`src/rtl/tx_fifo_feeder.sv`:
```
// Buffered byte source for the RS-232 transmitter: DEPTH-entry FIFO plus a tx_en/busy handshake.
// Define TX_FIFO_STATUS_EN to add the fill_level and sticky overflow status outputs.
//
//  state     | meaning
//  ----------+-----------------------------------------------------------
//  IDLE      | no frame in flight; pops the next word when FIFO not empty
//  LOAD      | tx_en high for this single cycle, transmit_data valid
//  WAIT_BUSY | waiting for the transmitter to raise busy
//  WAIT_DONE | frame on the line; waiting for busy to fall
module tx_fifo_feeder #(
    parameter int DATA_WIDTH = 8,
    parameter int DEPTH      = 16,
    localparam int ADDR_WIDTH = $clog2(DEPTH)
) (
    input  logic                  clk,
    input  logic                  reset,
    input  logic                  wr_en,
    input  logic [DATA_WIDTH-1:0] wr_data,
    output logic                  full,
    output logic                  empty,
    input  logic                  tx_busy,
    output logic                  tx_en,
`ifdef TX_FIFO_STATUS_EN
    output logic [ADDR_WIDTH:0]   fill_level,
    output logic                  overflow,
`endif
    output logic [DATA_WIDTH-1:0] transmit_data
);

    localparam int CNT_WIDTH = ADDR_WIDTH + 1;
    localparam logic [CNT_WIDTH-1:0] FULL_COUNT = CNT_WIDTH'(DEPTH);

    typedef enum logic [1:0] {
        IDLE      = 2'd0,
        LOAD      = 2'd1,
        WAIT_BUSY = 2'd2,
        WAIT_DONE = 2'd3
    } state_t;

    state_t                  state, state_nxt;
    logic [DATA_WIDTH-1:0]   mem [DEPTH];
    logic [ADDR_WIDTH-1:0]   wr_ptr, rd_ptr;
    logic [CNT_WIDTH-1:0]    count, count_nxt;
    logic                    push, pop;

    // Push decision uses the registered full flag, so a pop in the same cycle never rescues it.
    assign push = wr_en && !full;

    always_comb begin
        state_nxt = state;
        pop       = 1'b0;
        unique case (state)
            IDLE: begin
                if (!empty) begin
                    pop       = 1'b1;
                    state_nxt = LOAD;
                end
            end
            LOAD:      state_nxt = WAIT_BUSY;
            WAIT_BUSY: if (tx_busy)  state_nxt = WAIT_DONE;
            WAIT_DONE: if (!tx_busy) state_nxt = IDLE;
            default:   state_nxt = IDLE;
        endcase
    end

    always_comb begin
        count_nxt = count;
        unique case ({push, pop})
            2'b10:   count_nxt = count + 1'b1;
            2'b01:   count_nxt = count - 1'b1;
            default: count_nxt = count;
        endcase
    end

    always_ff @(posedge clk) begin
        if (push) mem[wr_ptr] <= wr_data;
    end

    always_ff @(posedge clk or negedge reset) begin
        if (!reset) begin
            state         <= IDLE;
            wr_ptr        <= '0;
            rd_ptr        <= '0;
            count         <= '0;
            empty         <= 1'b1;
            full          <= 1'b0;
            tx_en         <= 1'b0;
            transmit_data <= '1;
        end else begin
            state <= state_nxt;
            count <= count_nxt;
            empty <= (count_nxt == '0);
            full  <= (count_nxt == FULL_COUNT);
            tx_en <= (state_nxt == LOAD);
            if (push) wr_ptr <= wr_ptr + 1'b1;
            if (pop) begin
                rd_ptr        <= rd_ptr + 1'b1;
                transmit_data <= mem[rd_ptr];
            end
        end
    end

`ifdef TX_FIFO_STATUS_EN
    assign fill_level = count;

    always_ff @(posedge clk or negedge reset) begin
        if (!reset) overflow <= 1'b0;
        else if (wr_en && full) overflow <= 1'b1;
    end
`endif

endmodule
```
`config.mk`:
```
export PLATFORM = sky130hd
export DESIGN_NAME = tx_fifo_feeder
export DESIGN_NICKNAME = d
export VERILOG_FILES = /design/src/rtl/tx_fifo_feeder.sv
export SDC_FILE = /design/constraint.sdc
export NUM_CORES = 1
export LEC_CHECK = 0
export CORE_AREA = 4 4 116 118
export DETAILED_ROUTE_END_ITERATION = 12
export DIE_AREA = 0 0 120 122
export PLACE_DENSITY = 0.67
export REMOVE_ABC_BUFFERS = 1
export SYNTH_ARGS = -nofsm -noshare
export SYNTH_HDL_FRONTEND = slang
export SYNTH_SLANG_ARGS = --single-unit
```
`constraint.sdc`:
```
create_clock -name clk -period 3.8 [get_ports clk]
set_input_delay 0.57 -clock clk [delete_from_list [all_inputs] [get_ports clk]]
set_output_delay 0.57 -clock clk [all_outputs]
set_load 0.1 [all_outputs]
```
**Word-level counts from Yosys, hierarchy flattened**

Memory sizes are Yosys's and may differ from the RTL's. A register that Yosys moved wholly into a read port is not among the register bits.
Index checks and enable logic that the tools add are counted.

- Flip-flop bits (word level): 18
- Memory bits (writable): 128
- Output and inout bits: 11
- Memories kept: 1

Memories:

| memory | words | width | read ports | clocked after Yosys merged registers in | write ports | line | RTL |
|---|---|---|---|---|---|---|---|
| mem | 16 | 8 | 1 | 1 | 1 | 41 | `logic [DATA_WIDTH-1:0] mem [DEPTH];` |

- Add/sub/neg operators: 4
- Equal/unequal tests: 7
- Mux-type cells: 9
- Reductions and logical operators: 5

Operators by type and width:

| cell | number |
|---|---|
| $pmux W5 S2 | 1 |
| $add A4 B1 Y4 const B | 2 |
| $pmux W2 S4 | 1 |
| $eq A2 B1 Y1 const B | 3 |
| $eq A2 B2 Y1 const B | 3 |
| $mux W2 | 3 |
| $add A5 B1 Y5 const B | 1 |
| $eq A5 B5 Y1 const B | 1 |
| $logic_not A5 Y1 | 1 |
| $sub A5 B1 Y5 const B | 1 |
| $mux W1 | 4 |
| $logic_not A1 Y1 | 2 |
| $logic_not A2 Y1 | 1 |
| $logic_and A1 B1 Y1 | 1 |

**Longest topological paths before layout**

- Word-level depth: 5
- Depth in mapped cells: 12
- Mapped depth without buffers: 11

**Worst setup path before layout**

OpenSTA, ideal clock, no wires.

- Path kind: register -> register
- Start point: register full
- End point: register full
- Library setup time: 0.080 ns
- Data arrival time: 2.844 ns
- Required time: 3.720 ns
- Path slack: 0.876 ns
- Cell stages (with the launch flop): 12
- Buffers on the path: 1
- Path through: dfrtp_1 -> nor2b_1 -> clkbuf_1 -> inv_1 -> nand2_4 -> xnor2_1 -> ha_1 -> a21oi_1 -> xor2_1 -> or4b_1 -> a31o_1 -> nor3b_2

- Word-level cells in the longest chain between the ends: 5

Ends and longest elaborated chain:

| item | line | RTL |
|---|---|---|
| from (decl) | 19 | `output logic full,` |
| from (signal assigned) | 93 | `full <= (count_nxt == FULL_COUNT);` |
| $logic_not A1 Y1 (*) | 47 | `assign push = wr_en && !full;` |
| $logic_and A1 B1 Y1 (*) | 47 |  |
| $eq A2 B1 Y1 / $eq A2 B2 Y1 (equally long branches) | 68 | `unique case ({push, pop})` |
| $pmux W5 S2 (*) | 68 |  |
| $eq A5 B5 Y1 (*) | 93 |  |

Mark *: on every way between the ends. The rest lies on a longest branch, timed or not.
A chain may end at the register's enable or synchronous reset.

**Worst setup path after layout**

- Start point: register state[1]
- End point: register full

- Word-level cells in the longest chain between the ends: 5

Ends and longest elaborated chain:

| item | line | RTL |
|---|---|---|
| from (decl) | 40 | `state_t state, state_nxt;` |
| from (signal assigned) | 90 | `state <= state_nxt;` |
| $logic_not A2 Y1 (*) | 52 | `unique case (state)` |
| $mux W1 (*) | 52 |  |
| $eq A2 B1 Y1 / $eq A2 B2 Y1 (equally long branches) | 68 |  |
| $pmux W5 S2 (*) | 68 |  |
| $eq A5 B5 Y1 (*) | 93 |  |

Marks and branches as above.

==> metrics.yaml <==
status: "finished, final reports clean"
critPathMaxStageDelay_ns: 0.50
drc: 0
p_leak_nw: 2.429
crit_chain: "or3_1 > clkinv_8 > nand2_4 > xnor2_1 > ha_1 > a21oi_1 > xor2_1 > or4b_1 > a31o_1 > nor3b_2"
synth_warnings: 0
ys_seq_area_share_pct: 73.24
core_area_um2: 12470
pwr-share-seq_pct: 39.6
vias: 2937
yosysUniqueCellTypes: 36
final_common_cell: "edfxtp_1"
max_freq_ghz: 0.3727
drt_wl_total_mm: 10.37
pwr-share-comb_pct: 31.4
maxCapViolCount: 0
numCtsBuffers: 17
wl_per_cell_um: 19.10
critPathArrivalTime_ns: 3.02
cts_tree: "yes"
clock_power_share_pct: 29.0
ctsResizeCount: 0
ys_ff_latch: 154
timing.setup.tns_ns: 0
clock_sinks: 154
grt_util_all_layers_pct: 15.45
cts_setup_buffers: 0
final_nets: 377
die_h_um: 122
startpoint_type: "flop"
cp.required_ns: 4.14
netlist_area_um2: 6152
setup_viol: 0
drt_iter0_drc: 336
min_period_over_period_pct: 70.61
h-tree-depth: 4
pin_count: 23
grt_pass1_vias: 3064
fin_crit_ns: 2.683
max_slew_margin_pct: 34.55
avgSynthCellArea_um2: 18.87
dp_hpwl_mm: 6.820
path_clk_slew_ns: 0.07
crit_path_max_fanout: 15
root_buffer: "clkbuf_16"
clock_skew_ns: 0.02038
finalInstanceArea_um2: 7182
grt_pass1_wl_mm: 16.70
die-width_um: 120
syn2layout_area_growth_pct: 16.74
maxSlewViolCount: 0
grt_max_degree: 36
worst_setup_path_end_kind: "flop"
drt_pass1_iterations: 4
place.gp.congestion: 0.7258
start_util_pct: 49.35
slowest_stage: "or3_1"
tightestPinTransition_ns: 0.9788
netlist_instances: 326
antennaDiodeCount: 0
rsz0062_at_grt: "false"
die-area_um2: 14640
grt_overflow_total: 0
hold_viol: 0
portBuffers: 22
path_class: "reg2reg"
ant_nets: 0
insertion_delay_ns: 0.43
powerDensity_nw_per_um2: 818.9
intPower_mw: 3.899
antenna_found_initial: 0
final_cell_mix: "128 x edfxtp_1, 40 x mux4_2, 38 x nand2_1, 22 x clkdlybuf4s50_1"
clockBufferDepth: 2
place_area_um2: 6578
avgViaCountPerCell: 5.409
switching_share_pct: 33.71
vdd_drop_max_mv: 0.3728
p_sw_mw: 1.982
holdBufCountCts: 0
drive_above_1_share_pct: 25.61
min_path_type: "reg2reg"
rows: 41
-- layer usage --
layer	vias to the layer above	GRT usage (%)	share of wire (%)
li1	1334	-	-
met1	1529	20.81	45
met2	68	24.38	50
met3	6	4.225	4.4
met4	0	5.870	0.91
met5	-	0	0
-- metrics by stage --
step	worst slack [ns]	total power, mW	hold WS (ns)	util, %	cells
3_5_place_dp	0.7909	4.245	0.4483	52.77	511
5_1_grt	0.9050	6.174	0.4717	57.61	543
2_1_floorplan	0.7695	3.753	0.2744	-	308
6_report	1.117	5.881	0.4580	57.61	543
3_3_place_gp	0.9034	4.196	0.4469	52.77	511
4_1_cts	1.095	5.943	0.4595	57.61	543
-- power by group through the flow --
stage | clock network (mW) | registers [mW] | logic (mW)
after floorplan | 0 | 2.82 | 0.936
after global placement | 0 | 2.35 | 1.84
after detailed placement | 0 | 2.37 | 1.88
after CTS | 1.73 | 2.34 | 1.88
after global routing | 1.81 | 2.37 | 2.00
final | 1.70 | 2.33 | 1.85
-- cells by family after synthesis --
kind of cell	Yosys count	synth area share [%]
simple gates	76	5.756
flops	154	73.24
compound gates	13	1.261
buf+inv	23	1.790
fa+ha+maj	7	1.424
mux	41	14.83
xor+xnor	12	1.709
-- state kept, by name (all words and copies together), names as in the netlist, 2 cells and up --
register,count
transmit_data,8
mem,128
wr_ptr,4
rd_ptr,4
state,2
count,5
-- Yosys cell counts, drive strengths merged --
| library cell | number | area, um^2 |
|---|---|---|
| edfxtp | 128 | 3844 |
| mux4 | 40 | 900.9 |
| nand2 | 39 | 153.9 |
| dfrtp | 17 | 425.4 |
| nor2 | 17 | 63.81 |
| clkbuf | 12 | 45.04 |
| dfstp | 9 | 236.5 |
| xnor2 | 9 | 78.83 |
| ha | 7 | 87.58 |
| buf | 6 | 33.78 |
| nor3 | 6 | 30.03 |
| o21ai | 5 | 25.02 |
| inv | 4 | 15.01 |
| a21oi | 3 | 15.01 |
| xor2 | 3 | 26.28 |
| nand2b | 2 | 12.51 |
| nand4 | 2 | 12.51 |
| nor2b | 2 | 12.51 |
| nor3b | 2 | 20.02 |
| a21boi | 1 | 7.510 |
| a31o | 1 | 8.760 |
| a31oi | 1 | 6.260 |
| clkinv | 1 | 16.27 |
| mux2 | 1 | 11.26 |
| nand4b | 1 | 8.760 |
| o211ai | 1 | 7.510 |
| o21bai | 1 | 7.510 |
| or2b | 1 | 7.510 |
| or3 | 1 | 6.260 |
| or3b | 1 | 8.760 |
| or4 | 1 | 7.510 |
| or4b | 1 | 10.01 |
-- final timing paths --
kind,slack [ns],cells past startpoint,to,from
max,1.12,10,full,state[1]
min reg2reg,0.46,2,transmit_data[5],transmit_data[5]
min in group asynchronous,0.62,1,full,reset
max reg2reg,1.12,10,full,state[1]
min,0.46,2,transmit_data[5],transmit_data[5]
max in group asynchronous,2.48,2,transmit_data[2],reset
-- layout make-up --
cell class                 count  area, um^2
timing repair buffer          31       287.8
tap                          172       215.2
fill                         951        5284
clock buffer                  17       425.4
clock inverter                15       178.9
multi-input combinational    149        1536
inverter                       5       31.28
sequential                   154        4507
-- worst max-delay path, delay by kind of cell, from the launching register on --
kind | cells | cell delay [ns]
flip-flops | 1 | 0.40
XOR/XNOR | 2 | 0.25
adder cells (fa/ha/maj) | 1 | 0.22
buffers and inverters | 1 | 0.13
AO/OA/AOI/OAI | 2 | 0.43
AND/OR/NAND/NOR | 4 | 1.18
(Power assumes the default switching activity.)
